===== config.mk =====
export PLATFORM = sky130hd
export DESIGN_NAME = forest_batch_sequencer
export DESIGN_NICKNAME = d
export VERILOG_FILES = /design/src/rtl/forest_ctrl_pkg.sv /design/src/rtl/forest_batch_sequencer_fifo.sv /design/src/rtl/forest_batch_sequencer.sv
export SDC_FILE = /design/constraint.sdc
export NUM_CORES = 1
export LEC_CHECK = 0
export CAP_MARGIN = 20
export CORE_MARGIN = 2
export CORE_UTILIZATION = 57
export CTS_BUF_LIST = sky130_fd_sc_hd__clkbuf_16
export CTS_CLUSTER_SIZE = 8
export DETAILED_ROUTE_END_ITERATION = 12
export MAX_ROUTING_LAYER = met4
export PLACE_DENSITY = 0.8
export SLEW_MARGIN = 20
export SYNTH_ARGS = -nofsm -noshare
export SYNTH_HDL_FRONTEND = slang
export SYNTH_SLANG_ARGS = --single-unit

===== constraint.sdc =====
create_clock -name clk -period 2.9 [get_ports clk]
set_input_delay 0.725 -clock clk [delete_from_list [all_inputs] [get_ports clk]]
set_output_delay 0.725 -clock clk [all_outputs]
set_load 0.005 [all_outputs]

===== src/rtl/forest_ctrl_pkg.sv =====
// -----------------------------------------------------------------------------
// forest_ctrl_pkg
// Shared types and helpers for the forest batch sequencer.
//   seq_state_t  : batch sequencer FSM states
//   res_width()  : width of a tree_summer_fixed result for a given forest shape
//   DEF_RES_W    : default result width (4 samples x depth-4 trees)
// -----------------------------------------------------------------------------
package forest_ctrl_pkg;

    typedef enum logic [2:0] {
        ST_IDLE     = 3'd0,
        ST_WAIT_MEM = 3'd1,
        ST_LOAD     = 3'd2,
        ST_FEED     = 3'd3,
        ST_DRAIN    = 3'd4,
        ST_DONE     = 3'd5
    } seq_state_t;

    // Sum of samples*treeDepth leaf values plus 4 bits of leaf magnitude.
    function automatic int res_width(input int samples, input int tree_depth);
        return $clog2(samples * tree_depth) + 4;
    endfunction

    localparam int DEF_RES_W = res_width(4, 4);

endpackage


===== src/rtl/forest_batch_sequencer_fifo.sv =====
// -----------------------------------------------------------------------------
// result_fifo
// Small synchronous FIFO holding per-sample sums until downstream pops them.
// Ports:
//   clk, rst        clock, asynchronous active-low reset
//   push, din       write one entry (ignored when full without a pop)
//   pop             remove head entry (ignored when empty)
//   flush           discard all contents
//   valid, dout     FIFO not empty / head entry (0 when empty)
//   count           current fill level
// -----------------------------------------------------------------------------
module result_fifo #(
    parameter int RES_W     = 8,
    parameter int RES_DEPTH = 4
) (
    input  logic                           clk,
    input  logic                           rst,
    input  logic                           push,
    input  logic [RES_W-1:0]               din,
    input  logic                           pop,
    input  logic                           flush,
    output logic                           valid,
    output logic [RES_W-1:0]               dout,
    output logic [$clog2(RES_DEPTH+1)-1:0] count
);

    localparam int PTR_W = $clog2(RES_DEPTH);
    localparam int CNT_W = $clog2(RES_DEPTH + 1);
    localparam logic [CNT_W-1:0] FULL = CNT_W'(RES_DEPTH);

    logic [RES_W-1:0] mem_q [RES_DEPTH];
    logic [PTR_W-1:0] wr_ptr_q, wr_ptr_d;
    logic [PTR_W-1:0] rd_ptr_q, rd_ptr_d;
    logic [CNT_W-1:0] count_q, count_d;
    logic             do_push;
    logic             do_pop;

    // A push into a full FIFO is only safe when the head leaves in the same cycle.
    assign do_pop  = pop && (count_q != '0);
    assign do_push = push && ((count_q != FULL) || do_pop);

    always_comb begin
        wr_ptr_d = wr_ptr_q;
        rd_ptr_d = rd_ptr_q;
        count_d  = count_q;
        if (flush) begin
            wr_ptr_d = '0;
            rd_ptr_d = '0;
            count_d  = '0;
        end else begin
            if (do_push) wr_ptr_d = wr_ptr_q + PTR_W'(1);
            if (do_pop)  rd_ptr_d = rd_ptr_q + PTR_W'(1);
            if (do_push && !do_pop)      count_d = count_q + CNT_W'(1);
            else if (!do_push && do_pop) count_d = count_q - CNT_W'(1);
        end
    end

    always_ff @(posedge clk or negedge rst) begin
        if (!rst) begin
            wr_ptr_q <= '0;
            rd_ptr_q <= '0;
            count_q  <= '0;
            for (int i = 0; i < RES_DEPTH; i++) mem_q[i] <= '0;
        end else begin
            wr_ptr_q <= wr_ptr_d;
            rd_ptr_q <= rd_ptr_d;
            count_q  <= count_d;
            if (do_push && !flush) mem_q[wr_ptr_q] <= din;
        end
    end

    assign valid = (count_q != '0);
    assign dout  = valid ? mem_q[rd_ptr_q] : '0;
    assign count = count_q;

endmodule


===== src/rtl/forest_batch_sequencer.sv =====
// -----------------------------------------------------------------------------
// forest_batch_sequencer
// Runs one classification batch through the forest datapath: waits for the
// threshold memory, pulls data blocks from upstream, enables the sample feeder
// only while result-FIFO credit remains, collects tree sums and signals done.
// A watchdog aborts the batch when nothing moves for TIMEOUT cycles.
// Ports:
//   clk, rst                 clock, asynchronous active-low reset
//   start, numBlocks         batch request (sampled in IDLE) and block count
//   busy, done, error        status: not idle / completion pulse / fault pulse
//   memRdy                   threshold memory ready
//   blkValid, blkReady       upstream data-block handshake
//   feedLoad, feedEnable     sample_feeder load pulse and enable
//   sampValid, sampRec       feeder output valid / first pipeline node accepted
//   unitDone, sumIn          tree_summer_fixed result strobe and value
//   resValid, resReady       result FIFO handshake toward downstream
//   resData                  FIFO head
// -----------------------------------------------------------------------------
module forest_batch_sequencer
    import forest_ctrl_pkg::*;
#(
    parameter int SAMP_PER_BLK = 4,
    parameter int RES_W        = DEF_RES_W,
    parameter int RES_DEPTH    = 4,
    parameter int BLK_W        = 8,
    parameter int TIMEOUT      = 1024
) (
    input  logic             clk,
    input  logic             rst,
    input  logic             start,
    input  logic [BLK_W-1:0] numBlocks,
    output logic             busy,
    output logic             done,
    output logic             error,
    input  logic             memRdy,
    input  logic             blkValid,
    output logic             blkReady,
    output logic             feedLoad,
    output logic             feedEnable,
    input  logic             sampValid,
    input  logic             sampRec,
    input  logic             unitDone,
    input  logic [RES_W-1:0] sumIn,
    output logic             resValid,
    input  logic             resReady,
    output logic [RES_W-1:0] resData
);

    localparam int CNT_W  = $clog2(RES_DEPTH + 1);
    localparam int SAMP_W = $clog2(SAMP_PER_BLK + 1);
    localparam int WD_W   = $clog2(TIMEOUT + 1);

    seq_state_t       state_q, state_d;
    logic [BLK_W-1:0] blocks_left_q, blocks_left_d;
    logic [SAMP_W-1:0] samp_cnt_q, samp_cnt_d;
    logic [CNT_W-1:0] outstanding_q, outstanding_d;
    logic [WD_W-1:0]  wd_cnt_q, wd_cnt_d;
    logic             feed_load_q, feed_load_d;
    logic             zero_done_q, zero_done_d;
    logic             error_q, error_d;

    logic [CNT_W-1:0] fifo_count;
    logic [CNT_W:0]   credit_sum;
    logic             credit_ok;
    logic             samp_acc;
    logic             blk_acc;
    logic             res_push;
    logic             res_pop;
    logic             spurious;
    logic             wd_active;
    logic             progress;
    logic             timeout;

    // One extra bit so outstanding + fifo + 1 cannot wrap.
    assign credit_sum = {1'b0, outstanding_q} + {1'b0, fifo_count} + (CNT_W+1)'(1);
    assign credit_ok  = (credit_sum <= (CNT_W+1)'(RES_DEPTH));

    assign feedEnable = (state_q == ST_FEED) && memRdy && credit_ok;
    assign blkReady   = (state_q == ST_LOAD);
    assign busy       = (state_q != ST_IDLE);
    assign done       = (state_q == ST_DONE) || zero_done_q;
    assign error      = error_q;
    assign feedLoad   = feed_load_q;

    // Accepts are only counted while enabled, so the credit check always holds.
    assign samp_acc = feedEnable && sampValid && sampRec;
    assign blk_acc  = (state_q == ST_LOAD) && blkValid;
    assign res_push = unitDone && (outstanding_q != '0);
    assign spurious = unitDone && (outstanding_q == '0);
    assign res_pop  = resValid && resReady;

    assign wd_active = (state_q == ST_WAIT_MEM) || (state_q == ST_LOAD) ||
                       (state_q == ST_FEED)     || (state_q == ST_DRAIN);
    assign progress  = samp_acc || unitDone || res_pop || blk_acc;
    assign timeout   = wd_active && !progress && (wd_cnt_q == WD_W'(TIMEOUT - 1));

    always_comb begin
        state_d       = state_q;
        blocks_left_d = blocks_left_q;
        samp_cnt_d    = samp_cnt_q;
        outstanding_d = outstanding_q;
        feed_load_d   = 1'b0;
        zero_done_d   = 1'b0;
        error_d       = spurious;

        // Simultaneous accept and result leave the count unchanged.
        if (samp_acc && !res_push)      outstanding_d = outstanding_q + CNT_W'(1);
        else if (!samp_acc && res_push) outstanding_d = outstanding_q - CNT_W'(1);

        if (!wd_active || progress) wd_cnt_d = '0;
        else                        wd_cnt_d = wd_cnt_q + WD_W'(1);

        case (state_q)
            ST_IDLE: begin
                if (start) begin
                    if (numBlocks != '0) begin
                        blocks_left_d = numBlocks;
                        state_d       = ST_WAIT_MEM;
                    end else begin
                        zero_done_d = 1'b1;
                    end
                end
            end
            ST_WAIT_MEM: begin
                if (memRdy) state_d = ST_LOAD;
            end
            ST_LOAD: begin
                if (blkValid) begin
                    feed_load_d = 1'b1;
                    samp_cnt_d  = '0;
                    state_d     = ST_FEED;
                end
            end
            ST_FEED: begin
                if (samp_acc) begin
                    samp_cnt_d = samp_cnt_q + SAMP_W'(1);
                    if (samp_cnt_q == SAMP_W'(SAMP_PER_BLK - 1)) begin
                        blocks_left_d = blocks_left_q - BLK_W'(1);
                        state_d = (blocks_left_q > BLK_W'(1)) ? ST_LOAD : ST_DRAIN;
                    end
                end
            end
            ST_DRAIN: begin
                if (outstanding_q == '0) state_d = ST_DONE;
            end
            ST_DONE: begin
                state_d = ST_IDLE;
            end
            default: begin
                state_d = ST_IDLE;
            end
        endcase

        // Watchdog abort overrides everything and discards the batch.
        if (timeout) begin
            state_d       = ST_IDLE;
            blocks_left_d = '0;
            samp_cnt_d    = '0;
            outstanding_d = '0;
            wd_cnt_d      = '0;
            feed_load_d   = 1'b0;
            error_d       = 1'b1;
        end
    end

    always_ff @(posedge clk or negedge rst) begin
        if (!rst) begin
            state_q       <= ST_IDLE;
            blocks_left_q <= '0;
            samp_cnt_q    <= '0;
            outstanding_q <= '0;
            wd_cnt_q      <= '0;
            feed_load_q   <= 1'b0;
            zero_done_q   <= 1'b0;
            error_q       <= 1'b0;
        end else begin
            state_q       <= state_d;
            blocks_left_q <= blocks_left_d;
            samp_cnt_q    <= samp_cnt_d;
            outstanding_q <= outstanding_d;
            wd_cnt_q      <= wd_cnt_d;
            feed_load_q   <= feed_load_d;
            zero_done_q   <= zero_done_d;
            error_q       <= error_d;
        end
    end

    result_fifo #(
        .RES_W    (RES_W),
        .RES_DEPTH(RES_DEPTH)
    ) u_result_fifo (
        .clk  (clk),
        .rst  (rst),
        .push (res_push),
        .din  (sumIn),
        .pop  (res_pop),
        .flush(timeout),
        .valid(resValid),
        .dout (resData),
        .count(fifo_count)
    );

endmodule

==> metrics.md <==
| Metric | Value |
|---|---|
| Final GP Congestion | 0.870 |
| Vias in the first global route | 2878 |
| Slowest CP cell | or3_1 |
| Critical Path RT | 2170 ps |
| CTS tree | yes |
| CTS clock-pin slew for the worst setup and hold paths | 70 ps |
| Period utilization | 96.4% |
| Core Rows | 30 |
| Crit end category | primary output |
| Outcome | finished clean |
| Post-synthesis sequential area ratio | 44.2% |
| Initial antenna violation count | 0 |
| Clock Skew | 7.69 ps |
| CTS sink cnt | 70 |
| Fin. Hold Viols | 0 |
| Yosys top cell by area | dfrtp_1 |
| Max-cap viol count | 0 |
| Yosys reg bits | 70 |
| Starting density of the core | 58.6% |
| Slew margin rel. | 58.6% |
| Ys Warns | 0 |
| Port bufs | 39 |
| Root Buffer | clkbuf_16 |
| CP arrival | 2070 ps |
| DR vias/cell | 6.01 |
| Cells after DPL | 474 |
| Die X | 87.3 um |
| Shortest period the worst path allows | 2790 ps |
| Clock share of power | 21.3% |
| Pin count of the biggest net entering global routing | 28 |
| Share of cells above drive strength 1 | 25.4% |
| Final Non-Filler Cells | 490 |
| Top-Level Pins | 40 |
| Drt drc | 0 |
| Switching share of power | 36.6% |
| Final antenna-violating net count | 0 |
| Comb pwr share | 47.2% |
| Clk_lat worst skew | 340 ps |
| Setup Fix Bufs, Post-CTS | 0 |
| Final TNS setup | 0 ps |
| Ys flop type | dfrtp_1 |
| Largest cells by area after synthesis | dfrtp_1 (44%), mux2_2 (9.1%), mux4_2 (4.6%) |
| Pins Over Slew Limit | 0 |
| Worst R2R Path Depth | 10 |
| Post-synthesis cell area | 0.00396 mm^2 |
| Synth top area share | 44.2% |
| P_leak | 1.98 nW |
| DR WL/cell | 17.3 um |
| Core region area | 0.00676 mm^2 |
| Max H-tree Level | 3 |
| Most common cell after layout, fill and taps aside | dfrtp_1 |
| Global-route wire length before repair | 14000 um |
| R2r endpoint | outstanding_q[2] |
| Startpoint Class | register |
| Post-synth EDFFs | 0 |
| Max FO, Critical Path | 10 |
| Total Power | 0.00533 W |
| Post-synth cell types | 66 |
| Fillers | 459 |
| P&R area growth vs syn | 21.6% |
| Iteration-0 DRC Markers | 166 |
| Post-layout nets | 444 |
| Hold crit path type | primary input to asynchronous set/reset pin |
| Post-Syn Instances | 349 |
| Via count | 2943 |
| Final HPWL DP | 5840 um |
| Crit-path cells | buf_4, or3_1, and2_1, clkdlybuf4s50_1 |
| CTS max path bufs | 2 |
| Int Power | 0.00338 W |
| Total die area | 0.00763 mm^2 |
| Critical path class | register to primary output |
| Unrepaired setup endpoints after global routing | false |
| Leading cell types in the layout, fill and taps excluded | dfrtp_1 (70), clkdlybuf4s50_1 (37), mux2_2 (32), nor2_1 (27), buf_4 (20) |
| Total CTS buffers | 9 |
| Register share of total power | 31.6% |
| Total track usage | 24.6% |
| Flop-to-flop setup slack | 340 ps |
| Cell Pwr Density | 1110 mW/mm^2 |
| Ys async rst share | 100% |
| Worst hold slack | 396 ps |
| Worst-Margin Slew | 620 ps |
| Average size of a mapped cell | 11.3 um^2 |
| Die height | 87.3 um |
| Final setup vio count | 0 |
| Largest stage delay on the critical path | 520 ps |
| Antenna fix cells | 0 |
| Worst reg2reg path startpoint | u_result_fifo.count[0] |
| Worst vdd ir | 555 uV |
| Total Wirelength | 8470 um |
| GR Overflow Total | 0 |
| NetSw | 0.00195 W |
| First-pass detailed-route iteration total | 4 |
| Fmax | 358 MHz |
| Synthesized net count | 388 |
-- critical path, delay by kind of cell, from the launching register on --
kind	cells	cell delay (ps)
DFF	1	390
and+or+nand+nor	2	720
buffers and inverters	2	610
-- power by group through the flow --
stage	logic, W	clock network (W)	registers (W)
final	0.00251	0.00113	0.00168
after global routing	0.00277	0.00119	0.00173
after CTS	0.00253	0.00114	0.00168
after detailed placement	0.00252	0	0.00169
after global placement	0.00244	0	0.00165
after floorplan	0.00175	0	0.00160
-- state kept, by name (all words and copies together) (netlist names) --
| signal | flops |
|---|---|
| outstanding_q | 3 |
| state_q | 3 |
| samp_cnt_q | 3 |
| wd_cnt_q | 11 |
| u_result_fifo.rd_ptr_q | 2 |
| u_result_fifo.wr_ptr_q | 2 |
| u_result_fifo.count | 3 |
| feedLoad | 1 |
| u_result_fifo.mem_q | 32 |
| blocks_left_q | 8 |
| error | 1 |
| zero_done_q | 1 |
-- routing by layer --
metal | up-vias | track usage, % | wire length (um)
met5 | - | - | 0
met4 | 0 | 9.79 | 165
met3 | 15 | 3.51 | 323
met2 | 68 | 39.1 | 4250
met1 | 1457 | 31.8 | 3730
li1 | 1403 | - | -
-- Yosys cell counts, types with 3 or more instances --
library cell / instances
a21oi_1: 10
ha_1: 12
nand4_1: 4
a22oi_1: 3
nand2_1: 13
o311ai_0: 3
dfrtp_1: 70
buf_4: 3
clkbuf_1: 3
mux2i_1: 3
mux2_2: 32
nand2_2: 5
nand3_1: 12
a211oi_1: 3
nor3_1: 10
buf_2: 6
xnor2_1: 8
nor4b_1: 3
nor3b_1: 3
inv_1: 16
o311ai_1: 3
o21ai_1: 6
nor2_1: 27
o21ai_0: 7
mux4_2: 8
nand4b_1: 3
nor4_1: 5
xor2_1: 4
and2_1: 9
nor3_4: 3
a31oi_1: 5
-- logic make-up after synthesis --
logic type      count (synthesis)  share of synthesized area (%)
flops                          70                           44.2
buf+inv                        31                           3.79
simple gates                  118                           18.3
xor+xnor                       12                           2.65
fa+ha+maj                      14                           4.80
mux                            43                           14.4
compound gates                 61                           11.8
-- metrics by stage --
stage / worst slack (ps) / util (%) / area (um^2)
final: 105 / 71.2 / 4810
after global routing: 19.0 / 71.2 / 4810
after CTS: 84.3 / 71.2 / 4810
after detailed placement: 76.8 / 66.7 / 4510
after global placement: 151 / 66.7 / 4510
after floorplan: 336 / - / 3960
-- how the worst max path moves through the flow --
| stage | to | slack [ps] | cells after the start | from |
|---|---|---|---|---|
| 2_1_floorplan | outstanding_q[2] | 340 | 10 | outstanding_q[0] |
| 3_3_place_gp | feedEnable | 150 | 3 | memRdy |
| 3_5_place_dp | outstanding_q[2] | 80 | 8 | memRdy |
| 4_1_cts | resData[1] | 80 | 4 | u_result_fifo.count[1] |
| 5_1_grt | resData[7] | 20 | 4 | u_result_fifo.count[1] |
| 6_report | resData[1] | 110 | 4 | u_result_fifo.count[1] |
-- repair_timing --
item | CTS | global route
resized for setup | 1 | 0
endpoints found under the setup margin | 1 | 0
hold buffers | 0 | 0
-- layout make-up --
cell class	instances	area, um^2	area share (%)
timing repair buffer	59	534	11.1
inverter	17	63.8	1.33
tap	80	100	2.08
multi-input combinational	248	2060	42.7
clock buffer	9	225	4.68
clock inverter	7	81.3	1.69
sequential	70	1750	36.4
Note: power is estimated with default switching activity, not from simulation.
